==> config.mk <==
export PLATFORM = sky130hd
export DESIGN_NAME = io_responder
export DESIGN_NICKNAME = d
export VERILOG_FILES = /design/src/rtl/io_responder.sv
export SDC_FILE = /design/constraint.sdc
export NUM_CORES = 1
export LEC_CHECK = 0
export CAP_MARGIN = 0
export CORE_MARGIN = 2
export CORE_UTILIZATION = 53
export CTS_CLUSTER_SIZE = 16
export DETAILED_ROUTE_END_ITERATION = 12
export PLACE_DENSITY_LB_ADDON = 0.15
export SYNTH_ARGS = -nofsm -noshare
export SYNTH_HDL_FRONTEND = slang
export SYNTH_SLANG_ARGS = --single-unit
==> constraint.sdc <==
create_clock -name CLK -period 2.2 [get_ports CLK]
set_input_delay 0.22 -clock CLK [delete_from_list [all_inputs] [get_ports CLK]]
set_output_delay 0.22 -clock CLK [all_outputs]
set_load 0.01 [all_outputs]
==> src/rtl/io_responder.sv <==
// Memory-mapped button/LED responder: LED latch, debounced button level, sticky rise flags, IRQ mask.
// Latency: writes take effect at the ending edge; reads return DO combinationally, stretched by WAIT_STATES via RDY.
// Backpressure: RDY low stretches a CPU read; build with IO_RESPONDER_WAIT_EN for the wait FSM, otherwise RDY is tied high.
module io_responder #(
   parameter logic [15:0] BASE_ADDR       = 16'hD000,
   parameter int          WAIT_STATES     = 2,
   parameter int          DEBOUNCE_CYCLES = 4
) (
   input  logic        CLK,
   input  logic        R,
   input  logic [15:0] AB,
   input  logic        WE,
   input  logic [7:0]  DI,
   output logic [7:0]  DO,
   output logic        RDY,
   output logic        IRQ,
   input  logic [3:0]  BTN,
   output logic [7:0]  LED
);

   localparam logic [1:0] OFS_LED  = 2'd0;
   localparam logic [1:0] OFS_LVL  = 2'd1;
   localparam logic [1:0] OFS_FLAG = 2'd2;
   localparam logic [1:0] OFS_MASK = 2'd3;

   // Last count value before a debounced bit may toggle
   localparam logic [7:0] DB_LAST = 8'(DEBOUNCE_CYCLES - 1);

   logic       sel;
   logic       wr_hit;
   logic       rd_hit;
   logic [3:0] mask;
   logic [3:0] flags;
   logic [3:0] level;
   logic [3:0] sync1;
   logic [3:0] sync2;
   logic [7:0] db_cnt [4];
   logic [3:0] toggle;
   logic [3:0] rise;
   logic [3:0] clr;

   assign sel    = (AB[15:2] == BASE_ADDR[15:2]);
   assign wr_hit = sel & WE;
   assign rd_hit = sel & ~WE;

   // Read mux: only an in-window read cycle drives non-zero data
   always_comb begin
      DO = 8'h00;
      if (rd_hit) begin
         case (AB[1:0])
            OFS_LED:  DO = LED;
            OFS_LVL:  DO = {4'b0000, level};
            OFS_FLAG: DO = {4'b0000, flags};
            default:  DO = {4'b0000, mask};
         endcase
      end
   end

   // CPU-writable registers; BTNLVL and FLAGS have no plain write path
   always_ff @(posedge CLK) begin
      if (!R) begin
         LED  <= 8'h00;
         mask <= 4'h0;
      end else if (wr_hit) begin
         if (AB[1:0] == OFS_LED)  LED  <= DI;
         if (AB[1:0] == OFS_MASK) mask <= DI[3:0];
      end
   end

   // Two-flop synchronizer for the asynchronous buttons
   always_ff @(posedge CLK) begin
      if (!R) begin
         sync1 <= 4'h0;
         sync2 <= 4'h0;
      end else begin
         sync1 <= BTN;
         sync2 <= sync1;
      end
   end

   // A bit toggles on the edge that completes DEBOUNCE_CYCLES disagreeing cycles
   always_comb begin
      toggle = 4'h0;
      for (int i = 0; i < 4; i++) begin
         toggle[i] = (sync2[i] != level[i]) && (db_cnt[i] == DB_LAST);
      end
   end

   assign rise = toggle & ~level;
   assign clr  = (wr_hit && (AB[1:0] == OFS_FLAG)) ? DI[3:0] : 4'h0;

   // Per-bit debounce counters; any agreeing cycle restarts the count
   always_ff @(posedge CLK) begin
      if (!R) begin
         level <= 4'h0;
         for (int i = 0; i < 4; i++) db_cnt[i] <= 8'h00;
      end else begin
         level <= level ^ toggle;
         for (int i = 0; i < 4; i++) begin
            if ((sync2[i] == level[i]) || toggle[i]) db_cnt[i] <= 8'h00;
            else                                     db_cnt[i] <= db_cnt[i] + 8'h01;
         end
      end
   end

   // Sticky rise flags; a rise beats a same-cycle write-1-to-clear
   always_ff @(posedge CLK) begin
      if (!R) flags <= 4'h0;
      else    flags <= (flags & ~clr) | rise;
   end

   assign IRQ = ~|(flags & mask);

`ifdef IO_RESPONDER_WAIT_EN
   typedef enum logic {ST_IDLE, ST_WAIT} state_t;

   localparam logic       WS_NZ   = (WAIT_STATES > 0);
   localparam logic [3:0] WS_LOAD = 4'((WAIT_STATES > 0) ? WAIT_STATES - 1 : 0);

   state_t     state;
   logic [3:0] wcnt;
   logic       rd_req;

   // A new stretched read only starts out of reset with a non-zero wait count
   assign rd_req = R & rd_hit & WS_NZ;

   // RDY must drop in the very cycle the read appears, so it is decoded from state
   always_comb begin
      RDY = 1'b1;
      case (state)
         ST_IDLE: RDY = ~rd_req;
         ST_WAIT: RDY = (wcnt == 4'd0) | ~rd_hit;
         default: RDY = 1'b1;
      endcase
   end

   // Wait-state sequencer: count down, release for one cycle, or abort on a dropped read
   always_ff @(posedge CLK) begin
      if (!R) begin
         state <= ST_IDLE;
         wcnt  <= 4'd0;
      end else begin
         case (state)
            ST_IDLE: begin
               if (rd_req) begin
                  wcnt  <= WS_LOAD;
                  state <= ST_WAIT;
               end
            end
            ST_WAIT: begin
               if (!rd_hit)              state <= ST_IDLE;
               else if (wcnt != 4'd0)    wcnt  <= wcnt - 4'd1;
               else                      state <= ST_IDLE;
            end
            default: state <= ST_IDLE;
         endcase
      end
   end
`else
   // Zero-wait build: every read completes in its first cycle
   assign RDY = 1'b1;
`endif

endmodule

* Yosys cells after proc, flatten, opt, wreduce, memory -nomap -nowiden
Memory sizes are Yosys's and may differ from the RTL's. Cells that the tools add are included.
Word-level totals: flip-flop bits (word level) 28, RAM bits 32, bits of input ports 31, output and inout port bits 18, word-level logic and storage cells 95, memories kept 1
Memory list:
- db_cnt | words 4, width 8, read ports 4, clocked after Yosys merged registers in 0, write ports 4, RTL line 37 | logic [7:0] db_cnt [4];
Cells by class: add/subtract/negate cells 4, equal/unequal tests 16, muxes and demuxes 36, bitwise logic cells 18, reduce and logical (&&, ||, !) cells 14
Operator list (number):
- 2-to-1 mux 8 bit | 9
- adder 8 x 1 -> 8 bit, second input constant | 4
- equality test 8 x 2 -> 1 bit, second input constant | 4
- 2-to-1 mux 1 bit | 25
- case mux 8 bit (3 select lines) | 1
- equality test 14 bit, second input constant | 1
- AND 4 bit | 3
- NOT 4 bit | 2
- bitwise OR 1 bit | 8
- logical AND 1 bit | 5
- equality test 1 bit | 4
- equality test 2 bit, second input constant | 2
- logical OR 1 bit | 4
- 2-to-1 mux 4 bit | 1
- != test 1 bit | 4
- bitwise OR 4 bit | 1
- AND reduction 2 bit | 2
- OR reduction 4 bit | 1
- bitwise XOR 4 bit | 1
- AND 1 bit | 2
- equality test 2 x 1 -> 1 bit, second input constant | 1
- logical NOT 2 bit | 1
- logical NOT 1 bit | 1
- NOT 1 bit | 1

* Logic depth before layout (Yosys ltp)
An unclocked memory read counts as a cell.
depth after elaboration 9, depth in mapped cells 5, mapped depth without buffers 5

* Least setup slack after synthesis
OpenSTA, ideal clock, no wires.
path kind register to register, start memory db_cnt[2][0], end memory db_cnt[2][2] (data pin), library setup time 262 ps, arrival 1360 ps, path slack 578 ps, stages on the path, launching flop included 6, cells stage by stage edfxtp_1 ha_1 nor4b_1 nand2_1 nand3_1 nor2_1
RTL lines (RTL line):
- from (decl) | 37

* Worst setup path after layout
start input port AB[4], end output port DO[4]
On the way: longest elaborated chain between the ends 3
RTL lines:
- from (decl) | RTL line 11 | input logic [15:0] AB,
- equality test 14 bit | RTL line 42 | assign sel = (AB[15:2] == BASE_ADDR[15:2]);
- AND 1 bit | RTL line 44 | assign rd_hit = sel & ~WE;
- 2-to-1 mux 8 bit | RTL line 49 | if (rd_hit) begin
- to (decl) | RTL line 14 | output logic [7:0] DO,
Every way passes these cells.

==> flow_metrics.py <==
metrics = {
    "power": {
        "p_per_area_nw_per_um2": 601.8,
        "ir_worst_vdd_mv": 0.3971,
        "cellLeakagePower_uw": 0.001531,
        "fin_total_pwr_uw": 2348,
    },
    "global_routing": {
        "grt_max_degree": 17,
        "grtUsageTotal_pct": 20.67,
        "grt_pass1_vias": 2208,
        "overflow": 0,
        "antenna_found_initial": 0,
        "grt_pass1_wl_mm": 9.970,
    },
    "placement": {
        "dpl.cell_count": 433,
        "portBuffers": 47,
        "gp_congestion": 0.7605,
        "hpwl_mm": 4.310,
        "place_ws_ns": -0.1302,
    },
    "worst_setup_path": {
        "crit_fanout": 3,
        "cp-end-kind": "primary output",
        "crit_top_cell": "buf_4",
        "crit_chain": "clkdlybuf4s50_1 -> nor4_4 -> nand4_1 -> nor2_2 -> buf_4 -> buf_4 -> buf_4 -> and2_1 -> clkbuf_2",
        "crit_path_max_incr_delay_ns": 0.44,
        "critPathSlowestCell": "clkdlybuf4s50_1",
        "critPathKind": "in2out",
        "start_kind": "input port",
        "critPathArrivalTime_ns": 1.87,
        "required_ns": 1.98,
    },
    "flow_run": {
        "max-cap-violations": 0,
    },
    "cts": {
        "htree_levels": 3,
        "clockBufferDepth": 2,
        "holdBufCountCts": 0,
        "cts_root_buf": "clkbuf_8",
        "path_clk_slew_ns": 0.07,
        "clock_latency_ns": 0.34,
        "cts_tree": "done",
        "cts.sinks": 60,
        "cts_buffers": 9,
    },
    "cells_and_area": {
        "diodes": 0,
        "utilization_pct": 70.85,
        "finalNetCount": 414,
        "final_cells": 456,
        "drive_gt1_share_pct": 10.68,
        "fillers": 424,
        "area_delta_synth_final_pct": 29.06,
    },
    "detailed_routing": {
        "drtIter0Drc": 115,
        "postRouteAntennaNets": 0,
        "num_vias": 2327,
        "drtPass1Iterations": 4,
        "totalWireLength_mm": 6.030,
        "drt-wirelength-per-cell_um": 13.22,
        "vias_per_cell": 5.103,
        "drc_errors": 0,
    },
    "timing": {
        "holdWs_ns": 0.4282,
        "finalWorstSetupSlack_ns": 0.1109,
        "clock.fmax_mhz": 478.7,
        "skew_ns": 0.01121,
        "hold_viol_final": 0,
        "setup_viol": 0,
        "report.final.slew_viol_count": 0,
        "fin_crit_ns": 2.089,
        "rsz0062_at_grt": "no",
        "fin_crit_sh_pct": 94.96,
    },
    "min_path": {
        "hp-class": "reg2reg",
    },
    "synth": {
        "synth_seq_cells": 60,
        "synth_area_leaders": "edfxtp_1 32%, dfxtp_1 19%, xor2_1 7.0%, nand3_1 4.5%, nor2_1 4.3%",
        "synth.top_cell.area_share_pct": 31.79,
        "ys.flop_type": "edfxtp_1",
        "synth.distinct_cells": 37,
        "synth_edf_count": 32,
        "yosys.area.top_type": "edfxtp_1",
        "ys_warn_count": 0,
        "synth_cells": 283,
        "async_reset_ff_share_pct": 0,
        "yosysMostFrequentCell": "nor2_1",
        "synthTopCellsByCount": "35 x nor2_1, 32 x edfxtp_1, 28 x dfxtp_1",
        "syn-cell-area_um2": 3023,
        "seq_area_frac_synth_pct": 50.33,
        "avgSynthCellArea_um2": 10.68,
    },
    "floorplan": {
        "die_y_um": 79.52,
        "pin_count": 49,
        "start_util_pct": 54.90,
        "core-area_um2": 5507,
        "rows": 27,
        "die_x_um": 79.52,
        "die-area_um2": 6323,
    },
    "status": {
        "status": "finished clean",
    },
}
==> sequential cells by signal, indices dropped and copies added, names as in the netlist, named ones only <==
register / count
mask: 4
db_cnt: 32
LED: 8
sync2: 4
sync1: 4
flags: 4
==> cell type report <==
cell class	count	area (µm²)	area share [%]
well taps	72	90.09	2.309
inverters	4	15.01	0.3849
repair buffers	64	583.1	14.95
flip-flops and latches	60	1521	39.00
multi-input cells	240	1513	38.77
clock inverters	3	40.04	1.026
clock buffers	13	138.9	3.560
==> metal layers <==
metal	wire (µm)	global-route usage [%]	part of all wire [%]
met1	2824	26.44	47
met2	2629	32.18	44
met3	479	6.335	7.9
met4	97	9.310	1.6
met5	0	0	0
==> report_power, final <==
part | total (µW) | internal, µW | switching (µW)
sequential | 1240 | 1210 | 31.1
combinational | 173 | 93.9 | 79.4
clock | 931 | 521 | 410
==> logic make-up after synthesis <==
group / after synthesis / share of synthesized area [%]
AOI/OAI and AO/OA: 29 / 6.292
xor gates and xnor gates: 28 / 8.112
adders and majority gates: 4 / 1.656
buffers and inverters: 15 / 3.891
DFF: 60 / 50.33
muxes: 9 / 4.636
other: 1 / 0.1241
and+or+nand+nor: 137 / 24.96
==> metrics by stage <==
step                cell area [µm²]  TNS [ns]
floorplan                      3143         0
CTS                            3886         0
detailed placement             3676   -0.5070
global placement               3676   -0.2701
finish                         3901         0
global route                   3901         0
==> repair_timing <==
| action | CTS | global route |
|---|---|---|
| endpoints found under the hold margin | 0 | 0 |
| resized for setup | 10 | 5 |
| pin swaps | 4 | 3 |
| endpoints found under the setup margin | 8 | 2 |
| buffers inserted | 5 | 2 |
==> path summary, 6_finish.rpt <==
| check | start | depth (start not counted) | end | slack, ns |
|---|---|---|---|---|
| setup / recovery | AB[4] | 9 | DO[4] | 0.11 |
| hold / removal | sync1[3]$_SDFF_PN0_ | 1 | sync2[3]$_SDFF_PN0_ | 0.43 |
| setup reg to reg | db_cnt[0][0]$_SDFFCE_PN0P_ | 5 | db_cnt[0][3]$_SDFFCE_PN0P_ | 0.31 |
| hold reg to reg | sync1[3]$_SDFF_PN0_ | 1 | sync2[3]$_SDFF_PN0_ | 0.43 |
==> layout by cell type (no fill, tap or decap), drive strengths merged, types with 8 or more instances in the layout <==
cell / n
o21ai: 12
nand3: 27
dfxtp: 28
clkbuf: 15
xor2: 24
edfxtp: 32
and2: 12
nor2: 35
buf: 17
nand4: 11
and3: 8
a21boi: 15
nand2: 19
conb: 33
clkdlybuf4s50: 38
==> worst max-delay path, delay by kind of cell <==
family                 cells  cell delay (ns)
buffers and inverters      5             0.88
and+or+nand+nor            4             0.77
Power figures use the tool's default switching activity.
